`src/rtl/fib_disp_pkg.sv`:
```
// Shared types and seven-segment glyph constants for the Fibonacci result display.
package fib_disp_pkg;

  localparam int unsigned DIGITS = 4;
  localparam int unsigned BCD_W  = 4;
  localparam int unsigned SSEG_W = 8;

  typedef enum logic [1:0] {
    ST_BLANK = 2'd0,
    ST_BUSY  = 2'd1,
    ST_SHOW  = 2'd2,
    ST_OFLOW = 2'd3
  } state_t;

  // Active-low {dp,g,f,e,d,c,b,a}; the decimal point is always off.
  localparam logic [SSEG_W-1:0] SSEG_BLANK = 8'hFF;
  localparam logic [SSEG_W-1:0] SSEG_DASH  = 8'hBF;
  localparam logic [SSEG_W-1:0] SSEG_E     = 8'h86;

  localparam logic [SSEG_W-1:0] SSEG_DIGIT [10] = '{
    8'hC0, 8'hF9, 8'hA4, 8'hB0, 8'h99,
    8'h92, 8'h82, 8'hF8, 8'h80, 8'h90
  };

endpackage

```
`src/rtl/fib_disp_bcd_to_sseg.sv`:
```
// Maps one latched digit to its segment code; non-decimal values show 'E'.
module bcd_to_sseg
  import fib_disp_pkg::*;
(
  input  logic [BCD_W-1:0]  value,
  input  logic              blank,
  output logic [SSEG_W-1:0] sseg_c
);

  always_comb begin
    sseg_c = SSEG_BLANK;
    if (!blank) begin
      if (value <= BCD_W'(9)) begin
        sseg_c = SSEG_DIGIT[value];
      end else begin
        sseg_c = SSEG_E;
      end
    end
  end

endmodule

```
`src/rtl/fib_disp.sv`:
```
// Four-digit multiplexed display of the Fibonacci generator status and result.
module fib_disp
  import fib_disp_pkg::*;
#(
  parameter int unsigned N_REFRESH = 18
) (
  input  logic              i_clk,
  input  logic              i_rst_n,
  input  logic              i_start,
  input  logic              i_done,
  input  logic              i_overflow,
  input  logic [BCD_W-1:0]  i_bcd3,
  input  logic [BCD_W-1:0]  i_bcd2,
  input  logic [BCD_W-1:0]  i_bcd1,
  input  logic [BCD_W-1:0]  i_bcd0,
  output logic [DIGITS-1:0] o_an,
  output logic [SSEG_W-1:0] o_sseg
);

  state_t                        state;
  state_t                        state_next;
  logic                          latch_c;
  logic [N_REFRESH-1:0]          cnt;
  logic [DIGITS-1:0][BCD_W-1:0]  digits;
  logic [1:0]                    idx;
  logic [DIGITS-1:0]             blank_mask;
  logic                          above_zero;
  logic [SSEG_W-1:0]             show_sseg;
  logic [SSEG_W-1:0]             glyph_c;
  logic [DIGITS-1:0]             an_c;

  always_ff @(posedge i_clk) begin
    if (!i_rst_n) begin
      state <= ST_BLANK;
    end else begin
      state <= state_next;
    end
  end

  // Start always wins over done, so a simultaneous pair never latches.
  always_comb begin
    state_next = state;
    latch_c    = 1'b0;
    if (i_start) begin
      state_next = ST_BUSY;
    end else if (i_done) begin
      if (i_overflow) begin
        state_next = ST_OFLOW;
      end else begin
        state_next = ST_SHOW;
        latch_c    = 1'b1;
      end
    end
  end

  always_ff @(posedge i_clk) begin
    if (!i_rst_n) begin
      cnt    <= '0;
      digits <= '0;
    end else begin
      cnt <= cnt + N_REFRESH'(1);
      if (latch_c) begin
        digits <= {i_bcd3, i_bcd2, i_bcd1, i_bcd0};
      end
    end
  end

  assign idx = cnt[N_REFRESH-1 -: 2];

  // A digit is blanked when it and every digit above it are zero; digit 0 never blanks.
  always_comb begin
    blank_mask = '0;
    above_zero = 1'b1;
    for (int k = DIGITS - 1; k > 0; k--) begin
      above_zero    = above_zero && (digits[k] == '0);
      blank_mask[k] = above_zero;
    end
  end

  bcd_to_sseg u_bcd_to_sseg (
    .value  (digits[idx]),
    .blank  (blank_mask[idx]),
    .sseg_c (show_sseg)
  );

  always_comb begin
    glyph_c = SSEG_BLANK;
    case (state)
      ST_BLANK: glyph_c = SSEG_BLANK;
      ST_BUSY:  glyph_c = SSEG_DASH;
      ST_OFLOW: glyph_c = (idx == 2'd3) ? SSEG_E : SSEG_DASH;
      ST_SHOW:  glyph_c = show_sseg;
      default:  glyph_c = SSEG_BLANK;
    endcase
  end

  assign an_c = ~(DIGITS'(1) << idx);

  always_ff @(posedge i_clk) begin
    if (!i_rst_n) begin
      o_an   <= '1;
      o_sseg <= SSEG_BLANK;
    end else begin
      o_an   <= an_c;
      o_sseg <= {1'b1, glyph_c[SSEG_W-2:0]};
    end
  end

endmodule
```
`config.mk`:
```
export PLATFORM = sky130hd
export DESIGN_NAME = fib_disp
export DESIGN_NICKNAME = d
export VERILOG_FILES = /design/src/rtl/fib_disp_pkg.sv /design/src/rtl/fib_disp_bcd_to_sseg.sv /design/src/rtl/fib_disp.sv
export SDC_FILE = /design/constraint.sdc
export NUM_CORES = 1
export LEC_CHECK = 0
export BUFFER_PORTS_ARGS = -buffer_cell sky130_fd_sc_hd__buf_2
export CORE_MARGIN = 4
export CORE_UTILIZATION = 50
export CTS_BUF_LIST = sky130_fd_sc_hd__clkbuf_2
export CTS_CLUSTER_DIAMETER = 120
export DETAILED_ROUTE_END_ITERATION = 10
export PLACE_DENSITY = 0.74
export SLEW_MARGIN = 20
export SYNTH_ARGS = -nofsm -noshare
export SYNTH_HDL_FRONTEND = slang
export SYNTH_SLANG_ARGS = --single-unit
```
`constraint.sdc`:
```
create_clock -name i_clk -period 5.1 [get_ports i_clk]
set_input_delay 0.51 -clock i_clk [delete_from_list [all_inputs] [get_ports i_clk]]
set_output_delay 0.51 -clock i_clk [all_outputs]
set_load 0.02 [all_outputs]
```
==> flow_metrics.env <==
export IMPL_fin_area_um2=2270
export IMPL_relSlewSlack_pct=45.3
export IMPL_endpoint_kind="flop"
export IMPL_postPlaceCellArea_um2=2230
export IMPL_grt_pass1_wl_mm=6.61
export IMPL_dieArea_um2=5230
export IMPL_cts_buffers=5
export IMPL_critPathKind="reg -> reg"
export IMPL_period_needed_ns=2.15
export IMPL_clockRootBuffer="clkbuf_2"
export IMPL_p_leak_nw=0.857
export IMPL_ys_warn_count=0
export IMPL_max_clock_path_buffers=2
export IMPL_synthTopCellsByArea="dfxtp_1, nand2_1, a21oi_1"
export IMPL_initial_core_util_pct=51.7
export IMPL_drt_iter0_markers=86
export IMPL_rsz0062_at_grt="false"
export IMPL_required_ns=5.45
export IMPL_hold_class="in -> reg"
export IMPL_hold_start="i_start"
export IMPL_first_pass_iters=4
export IMPL_regArea_um2=941
export IMPL_pin_count=33
export IMPL_drive_above_1_share_pct=17.8
export IMPL_final_antenna_net_count=0
export IMPL_multi_input_area_um2=1030
export IMPL_critPathMaxFanout=9
export IMPL_clock_latency_ns=0.40
export IMPL_synthCells=235
export IMPL_layout_commonest_cell="dfxtp_1"
export IMPL_vdd_drop_max_v=0.000170
export IMPL_overflow=0
export IMPL_htreeDepth=2
export IMPL_cts_tree="done"
export IMPL_r2r_start="cnt[16]"
export IMPL_grt_max_degree=35
export IMPL_synth_ff_latch_count=47
export IMPL_grt_antenna_before_repair=0
export IMPL_dp_cells=306
export IMPL_wirelength_mm=3.79
export IMPL_cp_startpoint="cnt[16]"
export IMPL_die_w_um=72.3
export IMPL_setup_viol=0
export IMPL_clock_skew_ns=0.0153
export IMPL_vias_per_cell=5.18
export IMPL_clkSinkCount=47
export IMPL_layout_common_cells="dfxtp_1, nand2_1, buf_2, a21oi_1, nor2_1"
export IMPL_yosysTopAreaCell="dfxtp_1"
export IMPL_synth_edf_count=0
export IMPL_wl_per_cell_um=12.1
export IMPL_grt_pass1_vias=1435
export IMPL_synth_top_cell_area_share_pct=45.5
export IMPL_port_buffers=31
export IMPL_dp_hpwl_mm=2.72
export IMPL_die_h_um=72.3
export IMPL_diodes=0
export IMPL_status="complete, no violations"
export IMPL_synth_cell_types=44
export IMPL_yosys_most_used_dff="dfxtp_1"
export IMPL_power_density_nw_per_um2=257
export IMPL_min_period_over_period_pct=42.2
export IMPL_gp_congestion=0.868
export IMPL_finalMaxSlewViolations=0
export IMPL_synth_area_um2=2070
export IMPL_maxCapViolations=0
export IMPL_fp_coreArea_um2=4000
export IMPL_utilization_pct=56.7
export IMPL_arrival_ns=2.50
export IMPL_grt_usage_pct=16.0
export IMPL_post_cts_buffers=0
export IMPL_instances_no_fill=314
export IMPL_fmax_mhz=465
export IMPL_cts_resized=0
export IMPL_routed_via_count=1626
export IMPL_path_clk_slew_ns=0.21
export IMPL_syn2layout_area_growth_pct=9.81
export IMPL_finalSetupTns_ns=0
export IMPL_yosysSeqAreaShare_pct=45.5
export IMPL_placementRows=23
export IMPL_synth_avg_cell_area_um2=8.80
export IMPL_synth_nets=263
export IMPL_n_fill_cell=392
export IMPL_hold_viol=0
export IMPL_async_reset_ff_share_pct=0
export IMPL_drc=0
export IMPL_num_nets_final=291
export IMPL_worstSetupStartpointType="flop"
export IMPL_worstMarginPinSlew_ns=0.815
export IMPL_cts_hold_buf=0
## sequential cells by signal (all words and copies together) (netlist names)
name and count:
o_sseg 7, digits 16, o_an 4, state 2
cnt 18
## routing by layer
metal  routed length (um)  global-route usage, %  up-vias
met3                  205                   3.60        7
li1                     -                      -      862
met4                   64                   6.89        0
met2                 1560                   23.0       38
met5                    0                      0        -
met1                 1960                   23.1      719
## per-stage QoR
step | setup slack (ns) | hold slack [ns] | total power [mW]
2_1_floorplan | 3.23 | 0.432 | 0.425
3_3_place_gp | 3.06 | 0.449 | 0.442
3_5_place_dp | 3.00 | 0.460 | 0.443
4_1_cts | 2.95 | 0.232 | 0.589
5_1_grt | 2.77 | 0.222 | 0.613
6_report | 2.95 | 0.268 | 0.583
## cell families after synthesis
group / Yosys count / synth area share [%]
buffers and inverters: 19 / 4.48
xor gates and xnor gates: 10 / 4.24
adders and majority gates: 7 / 4.24
AOI/OAI and AO/OA: 43 / 11.9
other: 1 / 0.181
DFF: 47 / 45.5
muxes: 6 / 5.69
and+or+nand+nor: 102 / 23.8
## synth_stat cells, types with 2 or more instances
cell type	instances
a31oi_1	2
mux2i_1	2
mux4_2	2
or3_1	3
a211oi_1	2
clkbuf_1	6
and2_1	2
a21oi_1	25
xnor2_1	3
o21ai_0	5
nand4_1	3
nor3_1	2
nor4_1	2
nand2b_1	2
or4_1	4
or2_1	2
nor2_1	20
ha_1	7
dfxtp_1	47
inv_1	7
nand3_1	10
nor2b_1	2
nand2_1	44
buf_6	2
mux4_1	2
o31ai_1	2
xor2_1	7
o21ai_1	2
## report_power, final
| part | internal (mW) | switching (mW) | total (mW) |
|---|---|---|---|
| sequential | 0.378 | 0.00707 | 0.385 |
| clock | 0.0375 | 0.110 | 0.147 |
| combinational | 0.0211 | 0.0293 | 0.0504 |
| total | 0.437 | 0.146 | 0.583 |
## worst max-delay path: stages, from the launching register on
cell     delay [ns]
dfxtp_1        0.58
mux4_1         0.70
inv_1          0.16
ha_1           0.26
a211o_1        0.28
a21oi_2        0.12
## final cells by class
class / instances / area share [%]
Clock buffer: 7 / 1.54
Tap cell: 50 / 2.76
Clock inverter: 1 / 0.221
Inverter: 8 / 1.32
Timing Repair Buffer: 32 / 7.17
Sequential cell: 47 / 41.5
Multi-Input combinational cell: 169 / 45.5
## final timing paths
kind	slack (ns)	depth (start not counted)	end
setup / recovery	2.95	5	o_sseg[3]
hold / removal	0.27	2	state[1]
setup reg to reg	2.95	5	o_sseg[3]
hold reg to reg	0.48	2	digits[0]
(Power assumes the default switching activity.)
